<file path="config.mk">
export PLATFORM = sky130hd
export DESIGN_NAME = enemy_scheduler
export DESIGN_NICKNAME = d
export VERILOG_FILES = /design/src/rtl/enemy_scheduler.sv
export SDC_FILE = /design/constraint.sdc
export NUM_CORES = 1
export LEC_CHECK = 0
export CAP_MARGIN = 30
export CORE_MARGIN = 2
export CORE_UTILIZATION = 41
export DETAILED_ROUTE_END_ITERATION = 8
export GPL_ROUTABILITY_DRIVEN = 0
export PLACE_DENSITY = 0.74
export SETUP_SLACK_MARGIN = 0.2
export SLEW_MARGIN = 20
export SYNTH_ARGS = -nofsm -noshare
export SYNTH_HDL_FRONTEND = slang
export SYNTH_SLANG_ARGS = --single-unit
</file>
<file path="constraint.sdc">
create_clock -name clock -period 1.8 [get_ports clock]
set_input_delay 0.45 -clock clock [delete_from_list [all_inputs] [get_ports clock]]
set_output_delay 0.45 -clock clock [all_outputs]
set_load 0.03 [all_outputs]
</file>
<file path="src/rtl/enemy_scheduler.sv">
// rtl/enemy_scheduler.sv - per-frame enemy sequencer; optional DRAW timeout under ENEMY_SCHED_TIMEOUT_EN
module enemy_scheduler #(
    parameter int NUM_ENEMIES  = 4,
    parameter int IDX_W        = 2,
    parameter int MOVE_DIV     = 4
`ifdef ENEMY_SCHED_TIMEOUT_EN
    ,
    parameter int DRAW_TIMEOUT = 300
`endif
) (
    input  logic                   clock,
    input  logic                   reset,
    input  logic                   start,
    input  logic                   frame_tick,
    input  logic [NUM_ENEMIES-1:0] enemy_alive,
    input  logic [NUM_ENEMIES-1:0] draw_done,
    output logic [NUM_ENEMIES-1:0] init,
    output logic                   idle,
    output logic [NUM_ENEMIES-1:0] gen_move,
    output logic [NUM_ENEMIES-1:0] move_enemies,
    output logic [NUM_ENEMIES-1:0] draw_enemies,
    output logic [IDX_W-1:0]       enemy_sel,
    output logic                   busy,
    output logic                   frame_done,
    output logic                   frame_overrun
`ifdef ENEMY_SCHED_TIMEOUT_EN
    ,
    output logic                   draw_timeout
`endif
);

    typedef enum logic [2:0] {
        WAIT_START,
        INIT,
        IDLE,
        CHECK,
        GEN,
        MOVE,
        DRAW,
        DONE
    } state_t;

    localparam int                     MCNT_W    = (MOVE_DIV > 1) ? $clog2(MOVE_DIV) : 1;
    localparam logic [MCNT_W-1:0]      MCNT_LAST = MCNT_W'(MOVE_DIV - 1);
    localparam logic [IDX_W-1:0]       SEL_LAST  = IDX_W'(NUM_ENEMIES - 1);
    localparam logic [NUM_ENEMIES-1:0] ONE       = NUM_ENEMIES'(1);

    state_t                   state_q, state_d;
    logic [IDX_W-1:0]         sel_q, sel_d;
    logic [MCNT_W-1:0]        mcnt_q, mcnt_d;
    logic                     move_frame_q, move_frame_d;
    logic [NUM_ENEMIES-1:0]   init_q, init_d;
    logic                     idle_q, idle_d;
    logic [NUM_ENEMIES-1:0]   gen_move_q, gen_move_d;
    logic [NUM_ENEMIES-1:0]   move_enemies_q, move_enemies_d;
    logic [NUM_ENEMIES-1:0]   draw_enemies_q, draw_enemies_d;
    logic                     busy_q, busy_d;
    logic                     frame_done_q, frame_done_d;
    logic                     frame_overrun_q, frame_overrun_d;
    logic                     draw_exit;

`ifdef ENEMY_SCHED_TIMEOUT_EN
    localparam int                TCNT_W    = (DRAW_TIMEOUT > 1) ? $clog2(DRAW_TIMEOUT) : 1;
    localparam logic [TCNT_W-1:0] TCNT_LAST = TCNT_W'(DRAW_TIMEOUT - 1);

    logic [TCNT_W-1:0] tcnt_q, tcnt_d;
    logic              draw_timeout_q, draw_timeout_d;
`endif

    // Next-state sequencing plus registered output decode from the upcoming state and index
    always_comb begin
        state_d         = state_q;
        sel_d           = sel_q;
        mcnt_d          = mcnt_q;
        move_frame_d    = move_frame_q;
        frame_overrun_d = 1'b0;
        draw_exit       = 1'b0;
`ifdef ENEMY_SCHED_TIMEOUT_EN
        tcnt_d          = tcnt_q;
        draw_timeout_d  = 1'b0;
`endif

        case (state_q)
            WAIT_START: begin
                if (start) begin
                    state_d = INIT;
                end
            end
            INIT: begin
                mcnt_d  = '0;
                state_d = IDLE;
            end
            IDLE: begin
                if (frame_tick) begin
                    sel_d        = '0;
                    move_frame_d = (mcnt_q == MCNT_LAST);
                    mcnt_d       = (mcnt_q == MCNT_LAST) ? '0 : mcnt_q + MCNT_W'(1);
                    state_d      = CHECK;
                end
            end
            CHECK: begin
                if (enemy_alive[sel_q]) begin
                    state_d = move_frame_q ? GEN : DRAW;
                end else if (sel_q == SEL_LAST) begin
                    state_d = DONE;
                end else begin
                    sel_d = sel_q + IDX_W'(1);
                end
            end
            GEN: begin
                state_d = MOVE;
            end
            MOVE: begin
                state_d = DRAW;
            end
            DRAW: begin
                draw_exit = draw_done[sel_q];
`ifdef ENEMY_SCHED_TIMEOUT_EN
                tcnt_d = tcnt_q + TCNT_W'(1);
                if (!draw_done[sel_q] && (tcnt_q == TCNT_LAST)) begin
                    draw_exit      = 1'b1;
                    draw_timeout_d = 1'b1;
                end
`endif
                if (draw_exit) begin
                    if (sel_q == SEL_LAST) begin
                        state_d = DONE;
                    end else begin
                        sel_d   = sel_q + IDX_W'(1);
                        state_d = CHECK;
                    end
                end
            end
            DONE: begin
                state_d = IDLE;
            end
            default: begin
                state_d = WAIT_START;
            end
        endcase

        // A tick while the frame is still being serviced is flagged and dropped
        if (frame_tick && (state_q != WAIT_START) && (state_q != IDLE) && (state_q != INIT)) begin
            frame_overrun_d = 1'b1;
        end

`ifdef ENEMY_SCHED_TIMEOUT_EN
        if ((state_d == DRAW) && (state_q != DRAW)) begin
            tcnt_d = '0;
        end
`endif

        init_d         = (state_d == INIT) ? '1 : '0;
        idle_d         = (state_d == IDLE);
        gen_move_d     = (state_d == GEN)  ? (ONE << sel_d) : '0;
        move_enemies_d = (state_d == MOVE) ? (ONE << sel_d) : '0;
        draw_enemies_d = (state_d == DRAW) ? (ONE << sel_d) : '0;
        busy_d         = (state_d != WAIT_START) && (state_d != IDLE);
        frame_done_d   = (state_d == DONE);
    end

    // State, counters and output registers with synchronous reset
    always_ff @(posedge clock) begin
        if (reset) begin
            state_q         <= WAIT_START;
            sel_q           <= '0;
            mcnt_q          <= '0;
            move_frame_q    <= 1'b0;
            init_q          <= '0;
            idle_q          <= 1'b0;
            gen_move_q      <= '0;
            move_enemies_q  <= '0;
            draw_enemies_q  <= '0;
            busy_q          <= 1'b0;
            frame_done_q    <= 1'b0;
            frame_overrun_q <= 1'b0;
`ifdef ENEMY_SCHED_TIMEOUT_EN
            tcnt_q          <= '0;
            draw_timeout_q  <= 1'b0;
`endif
        end else begin
            state_q         <= state_d;
            sel_q           <= sel_d;
            mcnt_q          <= mcnt_d;
            move_frame_q    <= move_frame_d;
            init_q          <= init_d;
            idle_q          <= idle_d;
            gen_move_q      <= gen_move_d;
            move_enemies_q  <= move_enemies_d;
            draw_enemies_q  <= draw_enemies_d;
            busy_q          <= busy_d;
            frame_done_q    <= frame_done_d;
            frame_overrun_q <= frame_overrun_d;
`ifdef ENEMY_SCHED_TIMEOUT_EN
            tcnt_q          <= tcnt_d;
            draw_timeout_q  <= draw_timeout_d;
`endif
        end
    end

    assign init          = init_q;
    assign idle          = idle_q;
    assign gen_move      = gen_move_q;
    assign move_enemies  = move_enemies_q;
    assign draw_enemies  = draw_enemies_q;
    assign enemy_sel     = sel_q;
    assign busy          = busy_q;
    assign frame_done    = frame_done_q;
    assign frame_overrun = frame_overrun_q;
`ifdef ENEMY_SCHED_TIMEOUT_EN
    assign draw_timeout  = draw_timeout_q;
`endif

endmodule

</file>
==> impl_metrics.py, run 1 <==
metrics = {
    "setup_path": {
        "path_max_fanout": 5,
        "critical_path.endpoint_type": "register",
        "cp_data_arrival_time_ps": 2140,
        "rrSetupSlack_ps": -70,
        "r2r_start": "enemy_sel[0]",
        "cp-start-kind": "register",
        "crit_required_ps": 2080,
        "r2r-end": "move_enemies[0]",
        "path_cells": "mux4_2 -> buf_6 -> o2bb2ai_4 -> mux2_4 -> nor3_2",
        "cpMaxStageDelayCell": "mux4_2",
        "worstSetupPathType": "reg2reg",
        "max_stage_delay_ps": 570,
        "worst_r2r_path_depth": 5,
    },
    "grt": {
        "grt_max_degree": 16,
        "grt_pass1_vias": 1032,
        "antenna_found_initial": 0,
        "grt_usage_pct": 19.3,
        "grt_pass1_wl_microns": 4830,
        "grt.overflow.total": 0,
    },
    "timing": {
        "fmaxAchievable_mhz": 535,
        "hold_violations": 0,
        "max_slew_margin_pct": 72.9,
        "rsz0062_at_grt": "true",
        "skew_ps": 16.3,
        "min_period_ps": 1870,
        "setup_viol": 12,
        "worst_slack_ps": -69.5,
        "tightest_slew_ps": 407,
        "min_period_over_period_pct": 104,
        "maxSlewViolCount": 0,
        "fin_setup_tns_ps": -472,
    },
    "logic_synthesis": {
        "synth_warnings": 0,
        "syn_inst": 111,
        "synth.net_count": 124,
        "post-synth-top-area-cell": "dfxtp_1",
        "synth_seq_cells": 25,
        "synth_top_area_share_pct": 45.1,
        "synth_cell_types": 33,
        "avgSynthCellArea_sq_um": 10.0,
        "netlist_area_sq_um": 1110,
        "synth_area_leaders": "dfxtp_1, nor3_1, mux4_2, a21oi_1, nor2_1",
        "synth-seq-area-share_pct": 45.1,
    },
    "floorplan": {
        "die_w_microns": 56.0,
        "die_area_sq_um": 3140,
        "fp-row-count": 18,
        "ios": 34,
        "chipHeight_microns": 56.0,
        "coreArea_sq_um": 2520,
        "start_util_pct": 44.0,
    },
    "final_layout": {
        "fin_util_pct": 71.6,
        "n_antenna_cell": 0,
        "drive_gt1_share_pct": 38.4,
        "final_cell_mix": "dfxtp_1, dlygate4sd2_1, buf_4",
        "layout_commonest_cell": "dfxtp_1",
        "final_nets": 178,
        "area_delta_synth_final_pct": 62.7,
    },
    "route": {
        "vias": 1064,
        "ant_nets": 0,
        "drt_iter0_markers": 18,
        "detail_route.vias_per_cell": 5.48,
        "detailedRoute.firstPassIterationCount": 6,
        "wl_per_cell_microns": 15.4,
        "wl_microns": 2980,
        "drc": 0,
    },
    "hold_path": {
        "hold_class": "reg2reg",
        "hold_path_depth": 2,
        "hold_end": "mcnt_q[0]",
        "min_from": "mcnt_q[0]",
    },
    "clock_network": {
        "cts_root_buf": "clkbuf_4",
        "path_clk_slew_ps": 160,
        "cts_tree": "yes",
        "clk_latency_ps": 330,
        "cts_buffers": 3,
        "htree_levels": 1,
        "cts_max_path_buffers": 2,
        "cts_hold_buf": 0,
        "cts_sinks": 25,
    },
    "power_and_ir_drop": {
        "vdd_ir_drop_max_mv": 0.624,
        "p_switching_uw": 350,
        "p_per_area_nw_per_um2": 631,
        "leakagePower_nw": 0.778,
        "clkPwrFrac_pct": 23.9,
        "power_frac_comb_pct": 24.1,
        "internal_power_uw": 789,
        "p_seq_share_pct": 52.0,
        "swShare_pct": 30.8,
    },
    "flow_run": {
        "maxCapViolations": 0,
    },
    "place": {
        "dp_hpwl_microns": 1980,
        "portBuffers": 33,
    },
    "run_status": {
        "status": "complete, but fails checks",
        "violations": "negative setup slack",
    },
}
state kept, by name, summed over array words and instances (netlist names):
name	count
gen_move	4
mcnt_q	2
busy	1
init	1
state_q	3
draw_enemies	4
frame_overrun	1
move_frame_q	1
enemy_sel	2
move_enemies	4
frame_done	1
idle	1
worst max-delay path by stage:
stage | start | to | slack [ps]
2_1_floorplan | enemy_sel[0] | draw_enemies[2] | -40
3_3_place_gp | enemy_alive[2] | draw_enemies[0] | -390
3_5_place_dp | enemy_alive[2] | draw_enemies[0] | -470
4_1_cts | enemy_sel[0] | draw_enemies[0] | -30
5_1_grt | enemy_sel[0] | move_enemies[0] | -110
6_report | enemy_sel[0] | move_enemies[0] | -70
per-layer routing:
metal / part of all wire [%] / vias to the layer above / global-route usage (%)
met5: 0 / - / 0
met4: 2.6 / 0 / 6.12
met3: 3.9 / 8 / 2.56
met2: 51 / 28 / 35.1
met1: 42 / 510 / 23.3
li1: - / 518 / -
critical path: cells and delay by family, from the launching register on:
| kind | cells | cell delay [ps] |
|---|---|---|
| multiplexers | 2 | 940 |
| flip-flops | 1 | 410 |
| buffers and inverters | 1 | 150 |
| AO/OA/AOI/OAI | 1 | 150 |
| AND/OR/NAND/NOR | 1 | 150 |
final cells by class:
| type | count | area, sq um |
|---|---|---|
| inverters | 1 | 3.75 |
| clock buffers | 3 | 22.5 |
| flip-flops and latches | 25 | 507 |
| fillers | 192 | 717 |
| clock inverters | 1 | 6.26 |
| multi-input cells | 77 | 741 |
| well taps | 30 | 37.5 |
| repair buffers | 57 | 488 |
Yosys cell counts (all sizes together):
master   instances
dfxtp           25
and3             1
a311oi           1
nand4bb          1
mux4             2
nand4b           3
mux2i            3
mux2             1
o311a            1
inv              1
o2bb2ai          1
o21ai            1
nand2b           4
a21o             2
nor2b            4
nor3            10
o22ai            1
o21bai           2
nor4             2
nor2             9
and3b            2
nand2            4
nor4b            3
nor4bb           1
o211ai           1
ha               1
a21oi            8
o21a             1
nor3b            3
buf              4
nand3b           4
clkbuf           4
power groups by stage:
| stage | registers [mW] | logic (mW) | clock network [mW] |
|---|---|---|---|
| floorplan | 0.615 | 0.141 | 0 |
| global route | 0.596 | 0.294 | 0.289 |
| detailed placement | 0.604 | 0.249 | 0 |
| CTS | 0.590 | 0.261 | 0.271 |
| finish | 0.592 | 0.275 | 0.272 |
| global placement | 0.602 | 0.245 | 0 |
stage by stage:
stage / setup slack [ps] / hold WS [ps] / cells / area, sq um / total power [mW]
detailed placement: -473 / 518 / 181 / 1600 / 0.853
finish: -69.5 / 526 / 194 / 1810 / 1.14
global route: -109 / 561 / 194 / 1810 / 1.18
global placement: -391 / 475 / 181 / 1600 / 0.847
CTS: -31.7 / 537 / 190 / 1710 / 1.12
floorplan: -39.1 / 463 / 111 / 1170 / 0.756
kinds of logic (layout without fill, tap and decap cells):
family	count (synthesis)	in the layout	share of synthesized area, %
DFF	25	25	45.1
buffers and inverters	9	62	4.73
and+or+nand+nor	51	51	28.5
AOI/OAI and AO/OA	19	19	12.7
muxes	6	6	7.78
adders and majority gates	1	1	1.13
what timing repair did:
item,4_1_cts,5_1_grt
gates cloned,0,0
endpoints found under the setup margin,41,27
pin swaps,6,9
setup buffers,5,4
gates resized for setup,43,26
endpoints found under the hold margin,0,0
No activity file was read; power rests on OpenSTA's default activity.
==> run 2, diff against run 1 <==
- ABC_AREA: default -> 1
- CORE_UTILIZATION: 41 -> 35
- PLACE_DENSITY: 0.74 -> 0.66
==> run 2 against run 1 <==
Net effect: the run ends with design-rule violations left; count of clock-buffer cells in the layout is the same; setup slack gained 320 ps; register-to-register slack gained 350 ps; die area grew 11%; cell count grew 9.3%; worst hold slack gained 12 ps; synthesized cell count grew 27%; clock skew shrank 14 ps; design area shrank 17%; combinational power grew 45%; non-clock buffer count shrank 18.
==> impl_metrics.py, run 2 <==
metrics = {
    "final_layout": {
        "multiInputGateArea_sq_um": 512,
        "fill_cells": 270,
        "stdcell_area_sq_um": 1500,
        "stdcell_count": 212,
        "area_delta_synth_final_pct": 41.7,
        "seq_area_sq_um": 504,
        "drive_gt1_share_pct": 22.1,
        "final_cell_mix": "nand2_1, dfxtp_1, nor2_1",
        "final_nets": 195,
        "n_antenna_cell": 0,
        "layout_commonest_cell": "nand2_1",
    },
    "clock_network": {
        "cts_tree": "yes",
        "clk_latency_ps": 320,
        "cts_max_path_buffers": 2,
        "cts_buffers": 3,
        "path_clk_slew_ps": 130,
        "cts_root_buf": "clkbuf_4",
        "htree_levels": 1,
        "cts_sinks": 25,
    },
    "setup_path": {
        "cp_data_arrival_time_ps": 1100,
        "path_max_fanout": 4,
        "cpMaxStageDelayCell": "dlygate4sd2_1",
        "path_cells": "dlygate4sd2_1",
        "worstSetupPathType": "reg2out",
        "max_stage_delay_ps": 410,
        "crit_required_ps": 1350,
        "cp_num_buf_inv": 1,
        "crit_family": "buffers and inverters",
        "cp-start-kind": "register",
        "critical_path.endpoint_type": "primary output",
    },
    "floorplan": {
        "chipHeight_microns": 59.0,
        "start_util_pct": 37.7,
        "fp-row-count": 19,
        "ios": 34,
        "die_w_microns": 59.0,
        "die_area_sq_um": 3480,
        "coreArea_sq_um": 2810,
    },
    "flow_run": {
        "maxCapViolations": 0,
    },
    "hold_path": {
        "hold_class": "reg2reg",
    },
    "place": {
        "portBuffers": 33,
        "dp.cells": 205,
        "place_area_sq_um": 1430,
        "dp_hpwl_microns": 1780,
    },
    "logic_synthesis": {
        "synthArstFlopShare_pct": 0,
        "synth_common_cells": "nand2_1, dfxtp_1, nor2_1",
        "synth_seq_cells": 25,
        "post-synth-top-area-cell": "dfxtp_1",
        "yosysMostFrequentCell": "nand2_1",
        "synthFlopType": "dfxtp_1",
        "netlist_area_sq_um": 1060,
        "synth_edf_count": 0,
        "synth-seq-area-share_pct": 47.3,
        "synth_area_leaders": "dfxtp_1, nand2_1, nor2_1, inv_1, nand3_1",
        "synth_cell_types": 21,
        "synth.net_count": 154,
        "synth_warnings": 0,
        "syn_inst": 141,
        "avgSynthCellArea_sq_um": 7.50,
        "synth_top_area_share_pct": 47.3,
    },
    "timing": {
        "tightest_slew_ps": 427,
        "fmaxAchievable_mhz": 645,
        "rsz0062_at_grt": "true",
        "skew_ps": 1.81,
        "setup_viol": 0,
        "max_slew_margin_pct": 71.3,
        "fin_setup_tns_ps": 0,
        "hold_violations": 0,
        "min_period_ps": 1550,
        "min_period_over_period_pct": 86.1,
        "maxSlewViolCount": 0,
    },
    "power_and_ir_drop": {
        "leakagePower_nw": 0.744,
        "vdd_ir_drop_max_mv": 0.558,
        "p_per_area_nw_per_um2": 866,
    },
    "grt": {
        "grt_pass1_wl_microns": 3800,
        "grt.overflow.total": 0,
        "grt_usage_pct": 14.1,
        "antenna_found_initial": 0,
        "grt_max_degree": 16,
        "grt_pass1_vias": 940,
    },
    "route": {
        "vias": 1009,
        "drc": 5,
        "wl_per_cell_microns": 10.6,
        "detail_route.vias_per_cell": 4.76,
        "wl_microns": 2250,
        "drt_iter0_markers": 27,
        "ant_nets": 0,
        "detailedRoute.firstPassIterationCount": 6,
    },
    "run_status": {
        "status": "complete, but fails checks",
        "violations": "design-rule violations",
    },
}
## run 2: cell types whose count changed after synthesis, sizes merged, moves of 4 or more
cell    previous run  this run
nor2               9        27
inv                1        16
nor3              10         1
nand2              4        38
nand3              0         9
nand2b             4         0
o21ai              1         8
nand3b             4         0
nor2b              4         0
clkbuf             4         0
## run 2: area by class of cell
cell class                 instances  share of cell area (%)
sequential                        25                    33.7
timing repair buffer              39                    23.4
inverter                          16                    4.18
clock inverter                     1                   0.501
multi-input combinational         97                    34.2
tap                               31                    2.59
clock buffer                       3                    1.50
## run 2: worst min-delay path: cells and delay by family, from the launching register on
kind	cells	cell delay [ps]
flip-flops	1	360
AND/OR/NAND/NOR	2	160
## run 2: kinds of logic after synthesis
logic type,Yosys count,share of synthesized area [%]
AOI/OAI and AO/OA,18,9.47
adders and majority gates,1,1.18
buffers and inverters,19,7.81
DFF,25,47.3
and+or+nand+nor,78,34.2
## run 2: per-stage QoR
stage	hold WS, ps	worst slack, ps	util [%]	power, mW
finish	538	251	53.4	1.30
global route	576	167	53.4	1.38
CTS	535	172	50.9	1.29
detailed placement	518	-24.7	50.8	1.07
global placement	505	22.0	50.8	1.06
floorplan	476	309	-	0.940
## run 2: what timing repair did
action	CTS	global route
hold buffers	0	0
setup endpoints to repair	22	18
setup buffers	0	3
gates resized for setup	22	21
pin swaps	0	7
## run 2: power breakdown
part	total, mW	switching, mW	leakage, nW	internal [mW]
clock	0.252	0.167	0.0139	0.0849
sequential	0.646	0.0397	0.204	0.606
combinational	0.399	0.250	0.526	0.149
## run 2: final timing paths
kind	from	end	slack, ps	cells after the start
setup reg to reg	state_q[0]	gen_move[1]	280	9
setup / recovery	init[2]	init[1]	250	1
hold / removal	move_frame_q	move_frame_q	540	2
hold reg to reg	move_frame_q	move_frame_q	540	2
## run 2: routing by layer
layer | wire length, microns | vias to the layer above | track usage [%]
met3 | 141 | 2 | 3.96
met2 | 1110 | 32 | 25.7
li1 | - | 529 | -
met4 | 21 | 0 | 4.22
met5 | 0 | - | 0
met1 | 986 | 446 | 15.9
==> patch, RTL diff (config.mk and constraints of run 1) <==
The option `ENEMY_SCHED_TIMEOUT_EN` is turned on by a define.
--- a/src/rtl/enemy_scheduler.sv
+++ b/src/rtl/enemy_scheduler.sv
@@ -1,4 +1,6 @@
 // rtl/enemy_scheduler.sv - per-frame enemy sequencer; optional DRAW timeout under ENEMY_SCHED_TIMEOUT_EN
+`define ENEMY_SCHED_TIMEOUT_EN
+
 module enemy_scheduler #(
     parameter int NUM_ENEMIES  = 4,
     parameter int IDX_W        = 2,
Formal check against the unedited RTL (old outputs only; new: draw_timeout): no difference found for any inputs over 10 cycles, from zero or initial values and one cycle with reset high; that may be too few to reach the edited logic, so the function may still have changed.
==> patch against run 1 <==
The flow still finishes with violations (setup timing). Sequential cell count grew 10. Design area up 43%. Cell count is 49% higher. Non-clock buffer count up 19. Clock power grew 97%. Power rose by 52%. Worst setup slack got worse by 97 ps. Routed wire length up 61%. Global-route usage is 4.6 points higher. Area after synthesis rose by 46%. Sequential power is 37% higher. Maximum frequency down 4.9%.
==> patch: results (changes against run 1) <==
metric,value,unit,change
wl_per_cell,16.64,microns,+8.3%
status,"finished, violations left",,
drt-initial-drc-count,80,,+62
grt_use_total,23.92,%,+4.6 points
synth_cell_types,52,,+58%
numCtsBuffers,5,,+2
wl_met2,2.550,mm,+67%
post_synth.cell_area_avg,9.565,sq um,-4.3%
worst_path_largest_cell_delay,540,ps,-30 ps
post_cts_resized,77,,+79%
peakVddDrop,0.2512,mV,-60%
finalSetupViolCount,28,,+16
drive_above_1_share,42.32,%,+3.9 points
wirelength,4.809,mm,+61%
grt_pass1_wl,7.872,mm,+63%
setup_slack,-166.2,ps,-96.69 ps
synthMuxAreaShare,4.102,%,-3.7 points
port_buffers,34,,+3.0%
failed_checks,setup timing,,
gr-usage-met3,5.912,%,+3.4 points
vias_per_cell,5.353,,-2.4%
min_from,mcnt_q[1],,
synth_compound_area_share,16.87,%,+4.1 points
met3RoutedLength,208,microns,+81%
skew,4.518,ps,-11.79 ps
dpl.hpwl,3.072,mm,+56%
grt_use_met2,42.63,%,+7.5 points
[patch: cell count changes after synthesis, sizes merged, moves of 3 or more]
cell	before	now
buf	4	7
xnor2	0	5
xor2	0	3
dfxtp	25	35
nor3	10	14
a211oi	0	3
nand3b	4	1
nand2	4	12
nor2	9	25
[patch: layout make-up]
class                   instances  area share, %
inverters                       2         0.2903
flip-flops and latches         35          27.33
clock inverters                 1         0.1935
clock buffers                   7          2.951
repair buffers                 76          26.75
well taps                      48          2.322
multi-input cells             120          40.15
[patch: critical path, delay by kind of cell, from the launching register on]
family | cells | cell delay (ps)
compound gates | 2 | 490
simple gates | 2 | 320
flops | 1 | 390
mux | 1 | 540
buf+inv | 1 | 140
[patch: report_power, final]
group	switching [mW]	internal [mW]	leakage, nW
logic	0.200	0.185	0.757
registers	0.0222	0.791	0.285
clock network	0.266	0.271	0.0422
